### config.mk
export PLATFORM = sky130hd
export DESIGN_NAME = command_decoder
export DESIGN_NICKNAME = d
export VERILOG_FILES = /design/src/rtl/command_decoder.sv
export SDC_FILE = /design/constraint.sdc
export NUM_CORES = 1
export LEC_CHECK = 0
export BUFFER_PORTS_ARGS = -buffer_cell sky130_fd_sc_hd__buf_2
export CORE_MARGIN = 5
export CORE_UTILIZATION = 30
export DETAILED_ROUTE_END_ITERATION = 7
export SYNTH_ARGS = -nofsm -noshare
export SYNTH_HDL_FRONTEND = slang
export SYNTH_SLANG_ARGS = --single-unit
### constraint.sdc
create_clock -name clock -period 5.2 [get_ports clock]
set_input_delay 1.04 -clock clock [delete_from_list [all_inputs] [get_ports clock]]
set_output_delay 1.04 -clock clock [all_outputs]
set_load 0.02 [all_outputs]
### src/rtl/command_decoder.sv
// rtl/command_decoder.sv - SUMP byte-stream command decoder (short/long commands, inter-byte timeout)
module command_decoder #(
  parameter int TIMEOUT_CYCLES = 1_000_000,
  parameter int CNT_W          = $clog2(TIMEOUT_CYCLES)
) (
  input  logic        clock,
  input  logic        ext_reset_n,
  input  logic [7:0]  rx_data,
  input  logic        rx_valid,
  output logic [7:0]  opcode,
  output logic [31:0] command,
  output logic        cmd_recv_rx,
  output logic        cmd_pending,
  output logic        timeout_err
);

  typedef enum logic {IDLE, ARGS} state_t;

  localparam logic [CNT_W-1:0] TO_LAST = CNT_W'(TIMEOUT_CYCLES - 1);

  state_t            state, state_nx;
  logic [7:0]        op_r, op_nx;
  logic [31:0]       arg_r, arg_nx;
  logic [1:0]        byte_cnt, byte_cnt_nx;
  logic [CNT_W-1:0]  to_cnt, to_cnt_nx;
  logic [7:0]        opcode_nx;
  logic [31:0]       command_nx;
  logic              recv_nx, to_err_nx;

  always_ff @(posedge clock or negedge ext_reset_n) begin
    if (!ext_reset_n) begin
      state       <= IDLE;
      op_r        <= '0;
      arg_r       <= '0;
      byte_cnt    <= '0;
      to_cnt      <= '0;
      opcode      <= '0;
      command     <= '0;
      cmd_recv_rx <= 1'b0;
      cmd_pending <= 1'b0;
      timeout_err <= 1'b0;
    end else begin
      state       <= state_nx;
      op_r        <= op_nx;
      arg_r       <= arg_nx;
      byte_cnt    <= byte_cnt_nx;
      to_cnt      <= to_cnt_nx;
      opcode      <= opcode_nx;
      command     <= command_nx;
      cmd_recv_rx <= recv_nx;
      cmd_pending <= (state_nx == ARGS);
      timeout_err <= to_err_nx;
    end
  end

  always_comb begin
    state_nx    = state;
    op_nx       = op_r;
    arg_nx      = arg_r;
    byte_cnt_nx = byte_cnt;
    to_cnt_nx   = to_cnt;
    opcode_nx   = opcode;
    command_nx  = command;
    recv_nx     = 1'b0;
    to_err_nx   = 1'b0;
    case (state)
      IDLE: begin
        if (rx_valid) begin
          if (!rx_data[7]) begin
            opcode_nx  = rx_data;
            command_nx = '0;
            recv_nx    = 1'b1;
          end else begin
            op_nx       = rx_data;
            arg_nx      = '0;
            byte_cnt_nx = '0;
            to_cnt_nx   = '0;
            state_nx    = ARGS;
          end
        end
      end
      ARGS: begin
        // An arriving byte always beats timeout expiry in the same cycle.
        if (rx_valid) begin
          arg_nx[{byte_cnt, 3'b000} +: 8] = rx_data;
          byte_cnt_nx = byte_cnt + 2'd1;
          to_cnt_nx   = '0;
          if (byte_cnt == 2'd3) begin
            opcode_nx  = op_r;
            command_nx = {rx_data, arg_r[23:0]};
            recv_nx    = 1'b1;
            state_nx   = IDLE;
          end
        end else if (to_cnt == TO_LAST) begin
          to_err_nx = 1'b1;
          to_cnt_nx = '0;
          state_nx  = IDLE;
        end else begin
          to_cnt_nx = to_cnt + 1'b1;
        end
      end
      default: state_nx = IDLE;
    endcase
  end

endmodule

Yosys cells after proc, flatten, opt, wreduce, memory -nomap -nowiden
Index checks and enable logic that the tools add are counted.
{ "word_totals": {"register_bits": 105, "wordCells": 64, "inputBits": 11, "out_inout_bits": 43} }
{ "op_classes": {"eq_ne": 7, "n_shift": 2, "addsub": 3, "mux": 38, "bitwise": 1, "reduce_logical": 4} }
{ "op_table": {"columns": ["operator", "n"], "rows": [
  ["32-bit two-way mux", 7],
  ["32-bit case mux with 2 select lines", 2],
  ["20-bit two-way mux", 4],
  ["20-bit case mux with 2 select lines", 1],
  ["32-bit bitwise mux", 1],
  ["8-bit two-way mux", 4],
  ["8-bit by 7-bit variable shift with 32-bit output (first input constant)", 1],
  ["8-bit by 7-bit variable part select with 32-bit output", 1],
  ["20-bit by 1-bit adder with 20-bit output (second input constant)", 1],
  ["20-bit equality test (second input constant)", 1],
  ["8-bit case mux with 2 select lines", 1],
  ["1-bit two-way mux", 12],
  ["2-bit inequality test (second input constant)", 4],
  ["5-bit negation with 7-bit output", 1],
  ["2-bit two-way mux", 3],
  ["3-bit AND reduction", 2],
  ["1-bit case mux with 2 select lines", 2],
  ["2-bit case mux with 2 select lines", 1],
  ["4-bit AND reduction", 1],
  ["2-bit by 1-bit adder with 2-bit output (second input constant)", 1],
  ["2-bit equality test (second input constant)", 1],
  ["2-bit by 1-bit inequality test with 1-bit output (second input constant)", 1],
  ["2-bit AND reduction", 1],
  ["1-bit inverter", 1]
]} }

Longest topological paths before layout
Gate-level depths: netlist of run 1.
{ "logic_depth": {"ltp_word": 5, "mapped_depth": 8, "depth_no_buf": 6} }

Worst setup path before layout of run 1
Ideal clock, no wire load.
{ "synth_timing": {"path_kind": "input-to-reg", "from": "in rx_valid", "to": "reg to_cnt[18]", "setup_time_ps": 119, "path_slack_ps": 2953, "required_ps": 5081, "n_path_buf": 1, "cell_stages": 6, "arrival_time_ps": 2128, "path_cell_list": "buf_2 a21oi_4 or3b_2 nor3_2 xnor2_1 nor2_2"} }
{ "synth_via": {"elab_chain_cells": 2, "word_cells_on_any_way": 4, "classes_between": "1 x eq/ne; 2 x mux; 1 x reduce/logical"} }
{ "synth_rtl": {"columns": ["element", "line", "source"], "rows": [
  ["start: declaration", "9", "input logic rx_valid,"],
  ["20-bit two-way mux / 2-bit inequality test (equally long branches)", null, null],
  ["20-bit case mux with 2 select lines / 2-bit AND reduction (equally long branches)", null, null],
  ["end signal: assignment", "47", "to_cnt <= to_cnt_nx;"],
  ["end: declaration", "25", "logic [CNT_W-1:0] to_cnt, to_cnt_nx;"]
]} }
Parallel ways exist; a longest one is shown, timed or not.
A chain may end at the register's enable or synchronous reset.

==> results.yml, run 1 <==
logic_synthesis:
  async_flop_share_pct: 100
  synthTopCellsByCount: "dfrtp_1, nand2_1, o21ai_0"
  synth-edff-count: 0
  syn_area_per_cell_um2: 10.7
  synth_top_area_share_pct: 56.3
  synthFlopType: "dfrtp_1"
  synth_area_mm2: 0.00431
  ys_warn_count: 0
  ys_top_cells_by_area: "dfrtp_1, nand2_1, o21ai_0"
  syn_nets: 418
  ys_seq_elements: 97
  yosys.area.top_type: "dfrtp_1"
  seq_area_frac_synth_pct: 56.3
  synth_cells: 402
  synth.most_common_cell: "dfrtp_1"
  ys_types: 50
critical_path:
  arrival_ps: 1700
  cpMaxStageDelayCell: "dfrtp_2"
  reg2reg_setup_slack_ps: 2560
  cp_max_fo: 55
  cp.required_ps: 4160
  end_kind: "primary output"
  critPathKind: "flop to primary output"
  path_delay_family: "flip-flops"
  critPathLaunchType: "flop"
  cpPeakStageDelay_ps: 1030
  cp_cell_sequence: "buf_2"
  r2r-start: "state"
  crit_buf_inv: 1
  worstRegToRegCells: 3
  rr_endpoint: "command[23]"
timing:
  worstMarginPinSlew_ps: 1120
  maxSlewViolCount: 0
  slew_headroom_pct: 24.8
  setup_slack_ps: 2460
  finalHoldViolations: 0
  holdWs_ps: 476
  fin_skew_ps: 6.02
  setup_tns_ps: 0
  max_freq_ghz: 0.366
  rsz0062_at_grt: "no"
  period_share_pct: 52.6
  finalCriticalPeriod_ps: 2740
  finalSetupViolCount: 0
finish:
  n_fill_cell: 1426
  final_cells: 632
  nets: 463
  multi_input_area_mm2: 0.00173
  drive_gt1_share_pct: 22.8
  stdcell_area_mm2: 0.00501
  regArea_mm2: 0.00243
  syn2layout_area_growth_pct: 16.3
  antennaDiodeCount: 0
clock_tree:
  post_cts_buffers: 0
  cts_tree: "built"
  htreeDepth: 3
  clkSinkCount: 97
  clockBufferDepth: 2
  cts_resized: 0
  clkSlewWorstSetupHoldPaths_ps: 70
  clk_latency_ps: 350
  ctsHoldBuffers: 0
  cts_buffers: 9
  cts-root-buf: "clkbuf_16"
route:
  via_per_inst: 4.87
  drtIter0Drc: 158
  drc_errors: 0
  vias: 3076
  drt_pre_antenna_iters: 4
  wl_mm: 9.45
  wl_per_cell_um: 14.9
  final_antenna_net_count: 0
global_routing:
  grt_pass1_vias: 3076
  antenna_found_initial: 0
  grt_util_all_layers_pct: 11.8
  grt-ovfl-total: 0
  grt_max_degree: 78
  grt_pass1_wl_mm: 15.7
place:
  dpl.hpwl_mm: 6.55
  place_congestion: 0.795
  dp_cells: 616
  port-buffer-count: 53
  place_area_mm2: 0.00469
  pre_cts_slack_ps: 2380
flow_run:
  drv_cap: 0
power:
  ir_drop_v: 0.000153
  power.leakage_nw: 2.29
  powerDensity_mw_per_mm2: 487
die:
  die_h_um: 130
  die_w_um: 130
  initial_utilization_pct: 30.8
  die_area_mm2: 0.0169
  core_area_mm2: 0.0140
  rows: 43
  ios: 54
hold_path:
  min_from: "command[4]"
  hp-class: "flop to flop"
  holdPathStages: 2
  hold_end: "command[4]"
run_status:
  status: "finished, final reports clean"
## area by class of cell
cell class                 count  area share, %
timing repair buffer          54           5.49
clock inverter                 6           1.92
sequential                    97           48.5
tap                          180           4.49
clock buffer                  10           4.57
inverter                       6          0.449
multi-input combinational    279           34.6
## kinds of logic (layout without fill, tap and decap cells)
family	Yosys count	in the layout	synth area share [%]
mux	15	15	3.69
xor+xnor	11	11	2.24
compound gates	92	92	14.4
flops	97	97	56.3
buf+inv	26	76	3.51
fa+ha+maj	5	5	1.45
simple gates	156	156	18.4
## per-layer routing
metal | share of wire [%] | vias to the layer above | routed length, um | global-route usage [%]
met5 | 0 | - | 0 | 0
met4 | 1.0 | 0 | 99 | 3.12
met3 | 5.5 | 7 | 515 | 2.87
met2 | 49 | 70 | 4660 | 20.2
met1 | 44 | 1510 | 4170 | 15.0
li1 | - | 1489 | - | -
## per-stage QoR
stage          power [mW]  util, %
2_1_floorplan        1.54        -
3_3_place_gp         1.72     33.5
3_5_place_dp         1.74     33.5
4_1_cts              2.48     35.8
5_1_grt              2.60     35.8
6_report             2.44     35.8
## power by group
group          total [mW]  switching (mW)  internal (mW)  leakage [nW]
logic               0.622           0.380          0.243         0.836
clock network       0.724           0.295          0.429         0.156
registers            1.09           0.163          0.931          1.30
total                2.44           0.838           1.60          2.29
## cells in the final DEF (no fill, tap or decap), types with 3 or more instances in the layout
master / Yosys / layout
ha_1: 5 / 5
and3_1: 3 / 3
xnor2_1: 4 / 4
dfrtp_1: 97 / 96
nand2_1: 87 / 86
nor3_1: 5 / 5
nand4_1: 5 / 5
nor2b_1: 4 / 4
buf_2: 2 / 52
mux2_2: 7 / 7
nor2_2: 10 / 10
xor2_1: 7 / 7
nor2_1: 8 / 8
a22o_1: 26 / 26
o21ai_0: 47 / 47
o21ai_1: 7 / 7
nand3_1: 10 / 10
and2_1: 3 / 3
mux2i_1: 8 / 8
clkbuf_16: 0 / 9
inv_1: 6 / 6
## registers in the layout (all words and copies together), names as in the netlist
register,count
command,32
arg_r,24
to_cnt,20
op_r,8
opcode,8
byte_cnt,2
cmd_recv_rx,1
state,1
timeout_err,1
## worst max path at each step
stage                              to  slack [ps]  depth (start not counted)  startpoint
after floorplan            to_cnt[18]        2950                          6    rx_valid
after global placement     command[1]        2500                          4  rx_data[7]
after detailed placement  command[23]        2380                          4  rx_data[7]
after CTS                 cmd_pending        2450                          1       state
after global routing      command[12]        2260                          3       state
final                     cmd_pending        2460                          1       state
Note: power is estimated with default switching activity, not from simulation.
==> run 2, diff against run 1 <==
--- a/config.mk
+++ b/config.mk
@@ -5,6 +5,7 @@
 export SDC_FILE = /design/constraint.sdc
 export NUM_CORES = 1
 export LEC_CHECK = 0
+export ABC_AREA = 1
 export BUFFER_PORTS_ARGS = -buffer_cell sky130_fd_sc_hd__buf_2
 export CORE_MARGIN = 5
 export CORE_UTILIZATION = 30
==> constraint.sdc (replaced) <==
create_clock -name clock -period 2.6 [get_ports clock]
set_input_delay 0.52 -clock clock [delete_from_list [all_inputs] [get_ports clock]]
set_output_delay 0.52 -clock clock [all_outputs]
set_load 0.02 [all_outputs]
==> run 2 against run 1 <==
  * Routed wire length up 11%
  * Total power up 120%
  * Design area up 3.5%
  * Core utilization down 0.26 points
  * Sequential share of layout area down 1.7 points
  * Cell count up 24%
  * Critical path type is now flop to flop
  * Largest power group unchanged
==> results.yml, run 2 <==
clock_tree:
  cts_buffers: 9
  clkSinkCount: 97
  ctsHoldBuffers: 0
  htreeDepth: 3
  post_cts_buffers: 0
  cts-root-buf: "clkbuf_16"
  clk_latency_ps: 340
  clockBufferDepth: 2
  clkSlewWorstSetupHoldPaths_ps: 60
  cts_resized: 0
  cts_tree: "built"
finish:
  final_common_cell: "nand2_1"
  n_fill_cell: 1485
  top_register: "command"
  drive_gt1_share_pct: 14.4
  reg.largest.list: "command x32, arg_r x24, to_cnt x20"
  largest_reg_flops: 32
  antennaDiodeCount: 0
  stdcell_area_mm2: 0.00519
  syn2layout_area_growth_pct: 15.7
  nets: 610
  final_cells: 781
  final_cell_mix: "nand2_1, dfrtp_1, nor2_1, inv_1, buf_2"
timing:
  maxSlewViolCount: 0
  worstMarginPinSlew_ps: 662
  fin_skew_ps: 5.66
  period_share_pct: 79.9
  finalSetupViolCount: 0
  rsz0062_at_grt: "no"
  slew_headroom_pct: 55.9
  finalHoldViolations: 0
  max_freq_ghz: 0.481
  setup_tns_ps: 0
  finalCriticalPeriod_ps: 2080
route:
  final_antenna_net_count: 0
  drc_errors: 0
  drt_pre_antenna_iters: 4
  vias: 3613
  wl_per_cell_um: 13.5
  drtIter0Drc: 226
  via_per_inst: 4.63
  wl_mm: 10.5
die:
  core_area_mm2: 0.0146
  die_h_um: 132
  die_area_mm2: 0.0175
  initial_utilization_pct: 30.7
  die_w_um: 132
  ios: 54
  rows: 44
power:
  powerDensity_mw_per_mm2: 1040
  ir_drop_v: 0.000382
  power.leakage_nw: 2.35
logic_synthesis:
  syn_area_per_cell_um2: 8.25
  synthFlopType: "dfrtp_1"
  synth_cells: 544
  ys_types: 29
  ys_top_cells_by_area: "dfrtp_1, nand2_1, nor2_1"
  ys_warn_count: 0
  synthTopCellsByCount: "nand2_1, dfrtp_1, nor2_1"
  synth.most_common_cell: "nand2_1"
  seq_area_frac_synth_pct: 54.1
  synth_top_area_share_pct: 54.1
  yosys.area.top_type: "dfrtp_1"
  ys_seq_elements: 97
  syn_nets: 560
  synth_area_mm2: 0.00449
  synth-edff-count: 0
  async_flop_share_pct: 100
critical_path:
  critPathLaunchType: "flop"
  cp.required_ps: 2830
  r2r-start: "state"
  end_kind: "flop"
  rr_endpoint: "to_cnt[9]"
  arrival_ps: 2310
  critPathKind: "flop to flop"
  cp_max_fo: 17
  worstRegToRegCells: 7
  reg2reg_setup_slack_ps: 520
run_status:
  status: "finished, final reports clean"
place:
  port-buffer-count: 53
  dp_cells: 767
  place_congestion: 0.838
  place_area_mm2: 0.00492
  dpl.hpwl_mm: 7.65
global_routing:
  grt-ovfl-total: 0
  grt_max_degree: 57
  antenna_found_initial: 1
  grt_pass1_vias: 3624
  grt_pass1_wl_mm: 17.9
  grt_util_all_layers_pct: 12.4
flow_run:
  drv_cap: 0
hold_path:
  hp-class: "input pin to asynchronous set/reset pin"
==> run 2: changes by cell type after synthesis, moves of 11 or more <==
cell / before / now
a21oi_1: 2 / 39
nand3_1: 10 / 31
nand2_1: 87 / 111
o21ai_0: 47 / 32
nor2_1: 8 / 92
o22ai_1: 0 / 11
a22o_1: 26 / 0
inv_1: 6 / 67
==> run 2: cell type report <==
type | count | area [um2] | area share [%]
inverters | 71 | 267 | 5.14
flip-flops and latches | 97 | 2430 | 46.8
repair buffers | 57 | 310 | 5.98
well taps | 184 | 230 | 4.44
multi-input cells | 358 | 1690 | 32.6
clock buffers | 14 | 264 | 5.09
==> run 2: kinds of logic after synthesis <==
logic type / synth area share [%]
and+or+nand+nor: 24.0
DFF: 54.1
AOI/OAI and AO/OA: 11.4
buffers and inverters: 8.20
xor gates and xnor gates: 0.976
adders and majority gates: 1.39
==> run 2: worst max path at each step <==
stage                start     endpoint  slack (ps)
2_1_floorplan  byte_cnt[0]     arg_r[0]         920
3_3_place_gp         state    to_cnt[9]         630
3_5_place_dp         state    to_cnt[9]         500
4_1_cts              state    to_cnt[9]         480
5_1_grt              state  command[28]         260
6_report             state    to_cnt[9]         520
==> run 2: worst max-delay path, cell delays in order, from the launching register on <==
cell and delay [ps]:
dfrtp_1 730, inv_2 270, nand2_2 310, nand2_1 150, nor2_1 170, nand2_1 90
xor2_1 160, nor2_1 60
==> run 2: power by group <==
| part | switching (mW) | internal (mW) |
|---|---|---|
| Combinational | 1.32 | 0.594 |
| Sequential | 0.297 | 1.97 |
| Clock | 0.523 | 0.692 |
==> run 2: routing by layer <==
| layer | vias up | part of all wire, % | wire length [um] | track usage (%) |
|---|---|---|---|---|
| li1 | 1828 | - | - | - |
| met1 | 1688 | 47 | 4890 | 15.9 |
| met2 | 75 | 45 | 4770 | 20.0 |
| met3 | 20 | 5.7 | 597 | 3.66 |
| met4 | 2 | 2.2 | 234 | 4.69 |
| met5 | - | 0.19 | 20 | 0 |
==> run 2: per-stage QoR <==
stage | hold slack (ps) | total power, mW | setup WS (ps) | util (%)
6_report | 210 | 5.40 | 522 | 35.6
5_1_grt | 272 | 5.79 | 264 | 35.6
4_1_cts | 233 | 5.49 | 477 | 35.6
3_5_place_dp | 451 | 4.24 | 497 | 33.8
3_3_place_gp | 456 | 4.17 | 626 | 33.8
2_1_floorplan | 224 | 3.58 | 922 | -
==> run 3, diff against run 2 <==
--- a/config.mk
+++ b/config.mk
@@ -5,7 +5,7 @@
 export SDC_FILE = /design/constraint.sdc
 export NUM_CORES = 1
 export LEC_CHECK = 0
-export ABC_AREA = 1
+export ABC_AREA = 0
 export BUFFER_PORTS_ARGS = -buffer_cell sky130_fd_sc_hd__buf_2
 export CORE_MARGIN = 5
 export CORE_UTILIZATION = 30
==> constraint.sdc (replaced) <==
create_clock -name clock -period 2 [get_ports clock]
set_input_delay 0.4 -clock clock [delete_from_list [all_inputs] [get_ports clock]]
set_output_delay 0.4 -clock clock [all_outputs]
set_load 0.02 [all_outputs]
==> run 3 against run 2 <==
  * Combinational power decreased by 2%
  * Sequential power increased by 20%
  * Routed wire length decreased by 7.8%
  * Register-to-register slack got worse by 370 ps
  * Sequential cell count unchanged
  * Clock power increased by 68%
  * Clock skew increased by 4.0 ps
  * Maximum frequency increased by 13%
  * Critical path depth decreased by 2
  * First-iteration DRC count decreased by 12%
  * Sequential share of layout area about the same
  * Worst setup slack got worse by 370 ps
==> results.yml, run 3 (synthesized netlist as in run 1, its figures left out) <==
timing:
  finalSetupViolCount: 0
  worstMarginPinSlew_ps: 606
  max_freq_ghz: 0.542
  maxSlewViolCount: 0
  setup_tns_ps: 0
  finalHoldViolations: 0
  slew_headroom_pct: 59.3
  period_share_pct: 92.3
  rsz0062_at_grt: "no"
  finalCriticalPeriod_ps: 1850
  setup_slack_ps: 154
  fin_skew_ps: 9.63
die:
  rows: 43
  die_area_mm2: 0.0169
  die_w_um: 130
  initial_utilization_pct: 30.8
  core_area_mm2: 0.0140
  ios: 54
  die_h_um: 130
finish:
  antennaDiodeCount: 0
  drive_gt1_share_pct: 25.0
  final_cell_mix: "dfrtp_1, nand2_1, buf_2, o21ai_0, a22o_1"
  stdcell_area_mm2: 0.00519
  syn2layout_area_growth_pct: 20.4
  final_cells: 644
  largest_reg_flops: 32
  final_common_cell: "dfrtp_1"
  reg.largest.list: "command x32, arg_r x24, to_cnt x20"
  nets: 475
  top_register: "command"
critical_path:
  arrival_ps: 2070
  cp_cell_sequence: "or4b_4 -> nor3_4 -> a31o_4 -> o21ai_1 -> a22o_1"
  cp.required_ps: 2230
  cpMaxStageDelayCell: "or4b_4"
  worstRegToRegCells: 5
  cpPeakStageDelay_ps: 560
  cp_max_fo: 8
  rr_endpoint: "to_cnt[3]"
  critPathKind: "flop to flop"
  reg2reg_setup_slack_ps: 150
  end_kind: "flop"
  r2r-start: "to_cnt[15]"
  critPathLaunchType: "flop"
power:
  internal_power_mw: 4.43
  p_seq_share_pct: 41.0
  total_power_mw: 6.66
  powerDensity_mw_per_mm2: 1280
  ir_drop_v: 0.000488
  power.leakage_nw: 2.39
  p_comb_share_pct: 28.2
  p_clk_share_pct: 30.8
  p_sw_share_pct: 33.5
  p_switching_mw: 2.23
clock_tree:
  post_cts_buffers: 0
  cts-root-buf: "clkbuf_16"
  cts_tree: "built"
  cts_buffers: 9
  htreeDepth: 3
  clkSinkCount: 97
  clockBufferDepth: 2
  clkSlewWorstSetupHoldPaths_ps: 70
  clk_latency_ps: 350
place:
  port-buffer-count: 53
  dp_cells: 627
  place_area_mm2: 0.00482
  dpl.hpwl_mm: 6.75
  pre_cts_slack_ps: 81.9
  place_congestion: 0.838
route:
  wl_mm: 9.68
  drc_errors: 0
  drt_pre_antenna_iters: 4
  wl_per_cell_um: 15.0
  via_per_inst: 4.81
  final_antenna_net_count: 0
  vias: 3099
  drtIter0Drc: 200
global_routing:
  grt-ovfl-total: 0
  grt_max_degree: 78
  grt_pass1_wl_mm: 16.0
  antenna_found_initial: 0
  grt_pass1_vias: 3196
  grt_util_all_layers_pct: 12.1
run_status:
  status: "finished, final reports clean"
hold_path:
  hold_end: "command[30]"
  min_from: "rx_data[6]"
  holdPathStages: 3
  hp-class: "input pin to flop"
flow_run:
  drv_cap: 0
[run 3: cell count changes in the layout (fill, tap and decap cells not counted), sizes merged, moves of 11 or more]
cell,previous run,this run
a21oi,39,3
a22o,0,27
inv,71,9
nand2,118,87
nand3,31,10
nor2,93,19
o21ai,36,54
o22ai,11,0
[run 3: critical path: cells and delay by family (launching register included)]
family / cells / cell delay (ps)
compound gates: 3 / 540
simple gates: 2 / 780
flops: 1 / 410
[run 3: metrics by stage]
step / hold slack [ps] / utilization, %
after floorplan: 104 / -
after global routing: 400 / 37.1
after detailed placement: 342 / 34.4
after global placement: 341 / 34.4
after CTS: 393 / 37.1
final: 396 / 37.1
[run 3: routing by layer]
| layer | vias to the layer above | share of wire [%] | track usage, % |
|---|---|---|---|
| li1 | 1518 | - | - |
| met1 | 1508 | 44 | 14.8 |
| met2 | 60 | 49 | 20.4 |
| met3 | 13 | 5.8 | 3.97 |
| met4 | 0 | 1.2 | 3.73 |
| met5 | - | 0 | 0 |
[run 3: power by group through the flow]
stage	registers [mW]	logic, mW	clock network, mW
final	2.73	1.87	2.05
after global placement	2.75	1.85	0
after detailed placement	2.77	1.89	0
after floorplan	2.97	1.04	0
after global routing	2.79	2.09	2.19
after CTS	2.74	1.90	2.11
[run 3: final cells by class]
cell class / instances / area, um2
inverter: 6 / 22.5
sequential: 97 / 2430
timing repair buffer: 66 / 418
clock buffer: 10 / 239
clock inverter: 6 / 119
fill: 1417 / 8800
tap: 180 / 225
multi-input combinational: 279 / 1740
[run 3: timing repair]
item                       4_1_cts  5_1_grt
setup endpoints to repair        0        8
resized for setup                0        1
hold buffers                     1        0
hold endpoints to repair        21        0
[run 3: worst max-delay path by stage]
stage / start / end / cells after the start
final: to_cnt[15] / to_cnt[3] / 5
after global routing: to_cnt[15] / to_cnt[19] / 6
after CTS: byte_cnt[1] / arg_r[22] / 5
after detailed placement: byte_cnt[1] / arg_r[17] / 5
after global placement: to_cnt[15] / to_cnt[19] / 6
after floorplan: to_cnt[15] / to_cnt[10] / 6
